$ cat config.mk
export PLATFORM = sky130hd
export DESIGN_NAME = imem_loader
export DESIGN_NICKNAME = d
export VERILOG_FILES = /design/src/rtl/imem_loader.sv
export SDC_FILE = /design/constraint.sdc
export NUM_CORES = 1
export LEC_CHECK = 0
export ABC_AREA = 1
export ABC_CLOCK_PERIOD_IN_PS = 4000
export CAP_MARGIN = 20
export CORE_ASPECT_RATIO = 1.75
export CORE_MARGIN = 4
export CORE_UTILIZATION = 35
export CTS_CLUSTER_DIAMETER = 100
export DETAILED_ROUTE_END_ITERATION = 6
export GPL_TIMING_DRIVEN = 0
export PLACE_DENSITY_LB_ADDON = 0.15
export SKIP_CTS_REPAIR_TIMING = 1
export SYNTH_ARGS = -nofsm -noshare
export SYNTH_HDL_FRONTEND = slang
export SYNTH_SLANG_ARGS = --single-unit
$ cat constraint.sdc
create_clock -name clk -period 4 [get_ports clk]
set_clock_uncertainty 0.05 [all_clocks]
set_input_delay 0.8 -clock clk [delete_from_list [all_inputs] [get_ports clk]]
set_output_delay 0.8 -clock clk [all_outputs]
set_load 0.05 [all_outputs]
$ cat src/rtl/imem_loader.sv
// rtl/imem_loader.sv - byte-stream program loader for the 128-word instruction memory
//
// Purpose:
//   Accepts a little-endian byte stream: a 16-bit word count N followed by
//   N little-endian 32-bit instruction words. Each assembled word is written
//   to the instruction memory with a one-cycle strobe. The CPU is held for the
//   whole session so fetch never sees a half-written program.
//
// Optional feature (macro IMEM_LOADER_CHECKSUM_EN):
//   A trailing checksum byte (XOR of all data bytes) is accepted after the
//   last data byte. A mismatch sets err.
//
// Ports:
//   clk       in   clock, rising edge
//   rst       in   asynchronous active-high reset
//   start     in   one-cycle pulse, begins a session (ignored while busy)
//   in_valid  in   byte stream valid
//   in_data   in   byte stream data [7:0]
//   in_ready  out  loader accepts a byte this cycle
//   wr_en     out  one-cycle memory write strobe
//   wr_addr   out  word index [AW-1:0]
//   wr_data   out  instruction word [31:0]
//   cpu_hold  out  CPU must stall while high
//   busy      out  session in progress
//   done      out  one-cycle pulse at end of session
//   err       out  sticky error, cleared by the next accepted start
module imem_loader #(
  parameter int DEPTH = 128,
  parameter int AW    = 7
) (
  input  logic          clk,
  input  logic          rst,
  input  logic          start,
  input  logic          in_valid,
  input  logic [7:0]    in_data,
  output logic          in_ready,
  output logic          wr_en,
  output logic [AW-1:0] wr_addr,
  output logic [31:0]   wr_data,
  output logic          cpu_hold,
  output logic          busy,
  output logic          done,
  output logic          err
);

  typedef enum logic [2:0] {
    S_IDLE,
    S_LEN,
    S_DATA,
`ifdef IMEM_LOADER_CHECKSUM_EN
    S_CSUM,
`endif
    S_DONE
  } state_t;

  localparam logic [AW:0] IDX_ONE = {{AW{1'b0}}, 1'b1};

  state_t        state, state_n;
  logic          len_phase, len_phase_n;   // 0: expecting low length byte
  logic [7:0]    len_lo, len_lo_n;
  logic [AW:0]   n_words, n_words_n;
  logic [AW:0]   word_idx, word_idx_n;
  logic [1:0]    byte_cnt, byte_cnt_n;
  logic [23:0]   word_buf, word_buf_n;     // first three bytes of the current word
`ifdef IMEM_LOADER_CHECKSUM_EN
  logic [7:0]    csum, csum_n;
`endif

  logic          in_ready_n, wr_en_n, cpu_hold_n, busy_n, done_n, err_n;
  logic [AW-1:0] wr_addr_n;
  logic [31:0]   wr_data_n;

  logic          accept;
  logic [15:0]   len_word;

  assign accept   = in_valid & in_ready;
  assign len_word = {in_data, len_lo};

  always_ff @(posedge clk or posedge rst) begin
    if (rst) begin
      state     <= S_IDLE;
      len_phase <= 1'b0;
      len_lo    <= '0;
      n_words   <= '0;
      word_idx  <= '0;
      byte_cnt  <= '0;
      word_buf  <= '0;
`ifdef IMEM_LOADER_CHECKSUM_EN
      csum      <= '0;
`endif
      in_ready  <= 1'b0;
      wr_en     <= 1'b0;
      wr_addr   <= '0;
      wr_data   <= '0;
      cpu_hold  <= 1'b0;
      busy      <= 1'b0;
      done      <= 1'b0;
      err       <= 1'b0;
    end else begin
      state     <= state_n;
      len_phase <= len_phase_n;
      len_lo    <= len_lo_n;
      n_words   <= n_words_n;
      word_idx  <= word_idx_n;
      byte_cnt  <= byte_cnt_n;
      word_buf  <= word_buf_n;
`ifdef IMEM_LOADER_CHECKSUM_EN
      csum      <= csum_n;
`endif
      in_ready  <= in_ready_n;
      wr_en     <= wr_en_n;
      wr_addr   <= wr_addr_n;
      wr_data   <= wr_data_n;
      cpu_hold  <= cpu_hold_n;
      busy      <= busy_n;
      done      <= done_n;
      err       <= err_n;
    end
  end

  always_comb begin
    state_n     = state;
    len_phase_n = len_phase;
    len_lo_n    = len_lo;
    n_words_n   = n_words;
    word_idx_n  = word_idx;
    byte_cnt_n  = byte_cnt;
    word_buf_n  = word_buf;
`ifdef IMEM_LOADER_CHECKSUM_EN
    csum_n      = csum;
`endif
    wr_en_n     = 1'b0;
    wr_addr_n   = wr_addr;
    wr_data_n   = wr_data;
    cpu_hold_n  = cpu_hold;
    busy_n      = busy;
    done_n      = 1'b0;
    err_n       = err;

    case (state)
      S_IDLE: begin
        if (start) begin
          state_n     = S_LEN;
          busy_n      = 1'b1;
          cpu_hold_n  = 1'b1;
          err_n       = 1'b0;
          len_phase_n = 1'b0;
          word_idx_n  = '0;
          byte_cnt_n  = '0;
`ifdef IMEM_LOADER_CHECKSUM_EN
          csum_n      = '0;
`endif
        end
      end

      S_LEN: begin
        if (accept) begin
          if (!len_phase) begin
            len_lo_n    = in_data;
            len_phase_n = 1'b1;
          end else begin
            len_phase_n = 1'b0;
            // Oversized programs are rejected here so wr_addr can never wrap.
            if (len_word == 16'd0) begin
              state_n = S_DONE;
            end else if (len_word > 16'(DEPTH)) begin
              err_n   = 1'b1;
              state_n = S_DONE;
            end else begin
              n_words_n = len_word[AW:0];
              state_n   = S_DATA;
            end
          end
        end
      end

      S_DATA: begin
        if (accept) begin
`ifdef IMEM_LOADER_CHECKSUM_EN
          csum_n = csum ^ in_data;
`endif
          byte_cnt_n = byte_cnt + 2'd1;
          // Shift right so byte 0 ends up in bits [7:0] after three bytes.
          word_buf_n = {in_data, word_buf[23:8]};
          if (byte_cnt == 2'd3) begin
            wr_en_n    = 1'b1;
            wr_data_n  = {in_data, word_buf};
            wr_addr_n  = word_idx[AW-1:0];
            word_idx_n = word_idx + IDX_ONE;
            if (word_idx == n_words - IDX_ONE) begin
`ifdef IMEM_LOADER_CHECKSUM_EN
              state_n = S_CSUM;
`else
              state_n = S_DONE;
`endif
            end
          end
        end
      end

`ifdef IMEM_LOADER_CHECKSUM_EN
      S_CSUM: begin
        if (accept) begin
          if (in_data != csum) begin
            err_n = 1'b1;
          end
          state_n = S_DONE;
        end
      end
`endif

      S_DONE: begin
        state_n    = S_IDLE;
        done_n     = 1'b1;
        busy_n     = 1'b0;
        cpu_hold_n = 1'b0;
      end

      default: begin
        state_n = S_IDLE;
      end
    endcase

`ifdef IMEM_LOADER_CHECKSUM_EN
    in_ready_n = (state_n == S_LEN) || (state_n == S_DATA) || (state_n == S_CSUM);
`else
    in_ready_n = (state_n == S_LEN) || (state_n == S_DATA);
`endif
  end

endmodule

==> results.yml <==
finish:
  syn2layout_area_growth_pct: 25.2
  post-route-util: 0.449
  finalNetCount: 570
  n_antenna_cell: 0
  n_fill_cell: 1200
  drive_above_1_share: 0.0964
yosys:
  synth_seq_cells: 98
  synthArstFlopShare: 1.00
  netlist_area_um2: 4300
  synth_edf_count: 0
  synth_cell_types: 35
  synth.yosys.seq_area_share: 0.570
  yosysMostFrequentCell: "nand2_1"
  synth_top_area_frac: 0.570
  synth_area_per_cell_um2: 8.83
  yosysWarningCount: 0
  synth_nets: 502
  syn_inst: 487
  yosysTopAreaCell: "dfrtp_1"
  synthTopCellsByArea: "dfrtp_1 57%, nand2_1 12%, inv_1 5.1%"
  synth_ff_type: "dfrtp_1"
  synth_common_cells: "143 x nand2_1, 98 x dfrtp_1, 58 x inv_1"
global_route:
  track_usage: 0.166
  antenna_found_initial: 0
  grt_pass1_wl_um: 18300
  grt_overflow_total: 0
  grt_max_degree: 65
  grt_pass1_vias: 3547
drt:
  via_per_inst: 4.67
  drt_iter0_drc: 112
  ant_nets: 0
  drcViolationCount: 0
  drtPass1Iterations: 4
  wire_per_inst_um: 15.2
  vias: 3384
  wl_um: 11000
timing:
  hold_viol_final: 0
  fin_ws_ns: 1.55
  fmax_mhz: 408
  fin_crit_sh: 0.613
  finalSetupTns_ns: 0
  worst_pin_slew_ns: 0.532
  slew_headroom: 0.644
  slew_violations: 0
  rsz0062_at_grt: "false"
  final-setup-viol-count: 0
  min_period_ns: 2.45
floorplan:
  dieArea_um2: 14200
  ios: 57
  row_count: 53
  dieHeight_um: 155
  initial_core_util: 0.358
  die_w_um: 91.8
  coreArea_um2: 12000
worst_setup_path:
  end_kind: "output pin"
  cp_num_buf_inv: 2
  crit_fanout: 3
  max_stage_delay_ns: 0.79
  cpLargestDelayFamily: "buffers and inverters"
  crit_path_cell_trace: "buf_4 > clkdlybuf4s50_1"
  worstPathArrival_ns: 1.60
  cp_slowest_cell: "clkdlybuf4s50_1"
  criticalPathCategory: "reg -> out"
  startpoint_type: "flip-flop"
  worstPathRequired_ns: 3.15
clock_tree:
  cts_max_path_buffers: 2
  cts-root-buf: "clkbuf_16"
  cts_tree: "done"
  clk_latency_ns: 0.35
  cts.sink_count: 98
  numCtsBuffers: 9
  htreeDepth: 3
  clk_pin_slew_ns: 0.08
placement:
  gp_congestion: 0.796
  port_buffers: 56
  dpl.hpwl_um: 8360
  dp_worst_setup_slack_ns: 1.28
worst_hold_path:
  holdCritPathClass: "reg -> reg"
power_and_ir_drop:
  ir_drop_mv: 0.241
  power.total_uw: 2080
  total_leakage_power_uw: 0.00257
  power_density_nw_per_um2: 386
status:
  status: "finished clean"
run:
  drv_cap: 0
[sequential cells by signal, summed over array words and instances, names as in the netlist]
register   flops
len_lo         8
wr_addr        7
word_idx       8
err            1
word_buf      24
wr_data       32
wr_en          1
n_words        8
byte_cnt       2
done           1
busy           1
len_phase      1
in_ready       1
state          3
[report_power, final]
group | switching (µW) | internal [µW] | total, µW
sequential | 30.1 | 1040 | 1070
clock | 408 | 434 | 842
combinational | 109 | 55.7 | 165
[final cells by class]
cell class / count / area, µm² / area share
inverters: 62 / 240 / 0.0446
clock inverters: 7 / 61.3 / 0.0114
flip-flops and latches: 98 / 2450 / 0.455
multi-input cells: 312 / 1510 / 0.280
plain buffers: 15 / 106 / 0.0197
clock buffers: 9 / 225 / 0.0418
well taps: 165 / 206 / 0.0383
repair buffers: 57 / 588 / 0.109
[path summary, 6_finish.rpt]
check	from	endpoint	slack (ns)	cells after the start
max reg2reg	n_words[0]$_DFFE_PP0P_	in_ready$_DFF_PP0_	2.12	12
min in group asynchronous	rst	word_buf[19]$_DFFE_PP0P_	0.77	2
max in group asynchronous	rst	word_idx[1]$_DFFE_PP0P_	2.45	3
min	wr_data[4]$_DFFE_PP0P_	wr_data[4]$_DFFE_PP0P_	0.43	2
min reg2reg	wr_data[4]$_DFFE_PP0P_	wr_data[4]$_DFFE_PP0P_	0.43	2
max	busy$_DFFE_PP0P_	cpu_hold	1.55	2
[per-stage QoR]
step	cell area [µm²]	hold slack (ns)	cells
6_report	5390	0.430	725
4_1_cts	5390	0.435	725
3_3_place_gp	5070	0.408	708
3_5_place_dp	5100	0.416	709
5_1_grt	5390	0.462	725
2_1_floorplan	4300	0.399	487
[cells in the final DEF (no fill, tap or decap), types with 3 or more instances in the layout]
cell | synthesis | routed
xor2_1 | 3 | 3
inv_2 | 3 | 3
buf_2 | 6 | 6
nand3_2 | 3 | 3
nor2_1 | 25 | 25
clkdlybuf4s50_1 | 0 | 56
a21oi_2 | 3 | 3
o21ai_1 | 43 | 43
ha_1 | 3 | 3
buf_6 | 5 | 5
clkinv_4 | 1 | 3
inv_1 | 58 | 57
nor2_4 | 3 | 3
nand3_1 | 22 | 22
clkbuf_16 | 0 | 9
o21ai_0 | 35 | 35
dfrtp_1 | 98 | 98
nand4_1 | 4 | 4
a21oi_1 | 5 | 5
nand2_1 | 143 | 143
[routing by layer]
layer  GRT usage  vias up  wire (µm)
li1            -     1674          -
met1       0.176     1635       4140
met2       0.315       62       6320
met3      0.0418       13        389
met4      0.0546        0        174
met5           0        -          0
[cell families after synthesis]
kind of cell,Yosys count,synth area share
XOR/XNOR,5,0.0102
other,1,0.000872
flip-flops,98,0.570
buffers and inverters,77,0.0800
AND/OR/NAND/NOR,212,0.216
AO/OA/AOI/OAI,91,0.114
adder cells (fa/ha/maj),3,0.00873
[worst register-to-register path, cell delays in order (launching register included)]
cell and delay [ns]:
dfrtp_1 0.42, inv_1 0.16, ha_1 0.26, inv_1 0.06, nand2_1 0.08, nand2_1 0.05, nand2_1 0.07, nand3_2 0.07
nor2_1 0.17, nand4_1 0.22, nand2_2 0.12, nand2_1 0.06, nand2_1 0.06
No activity file was read; power rests on OpenSTA's default activity.
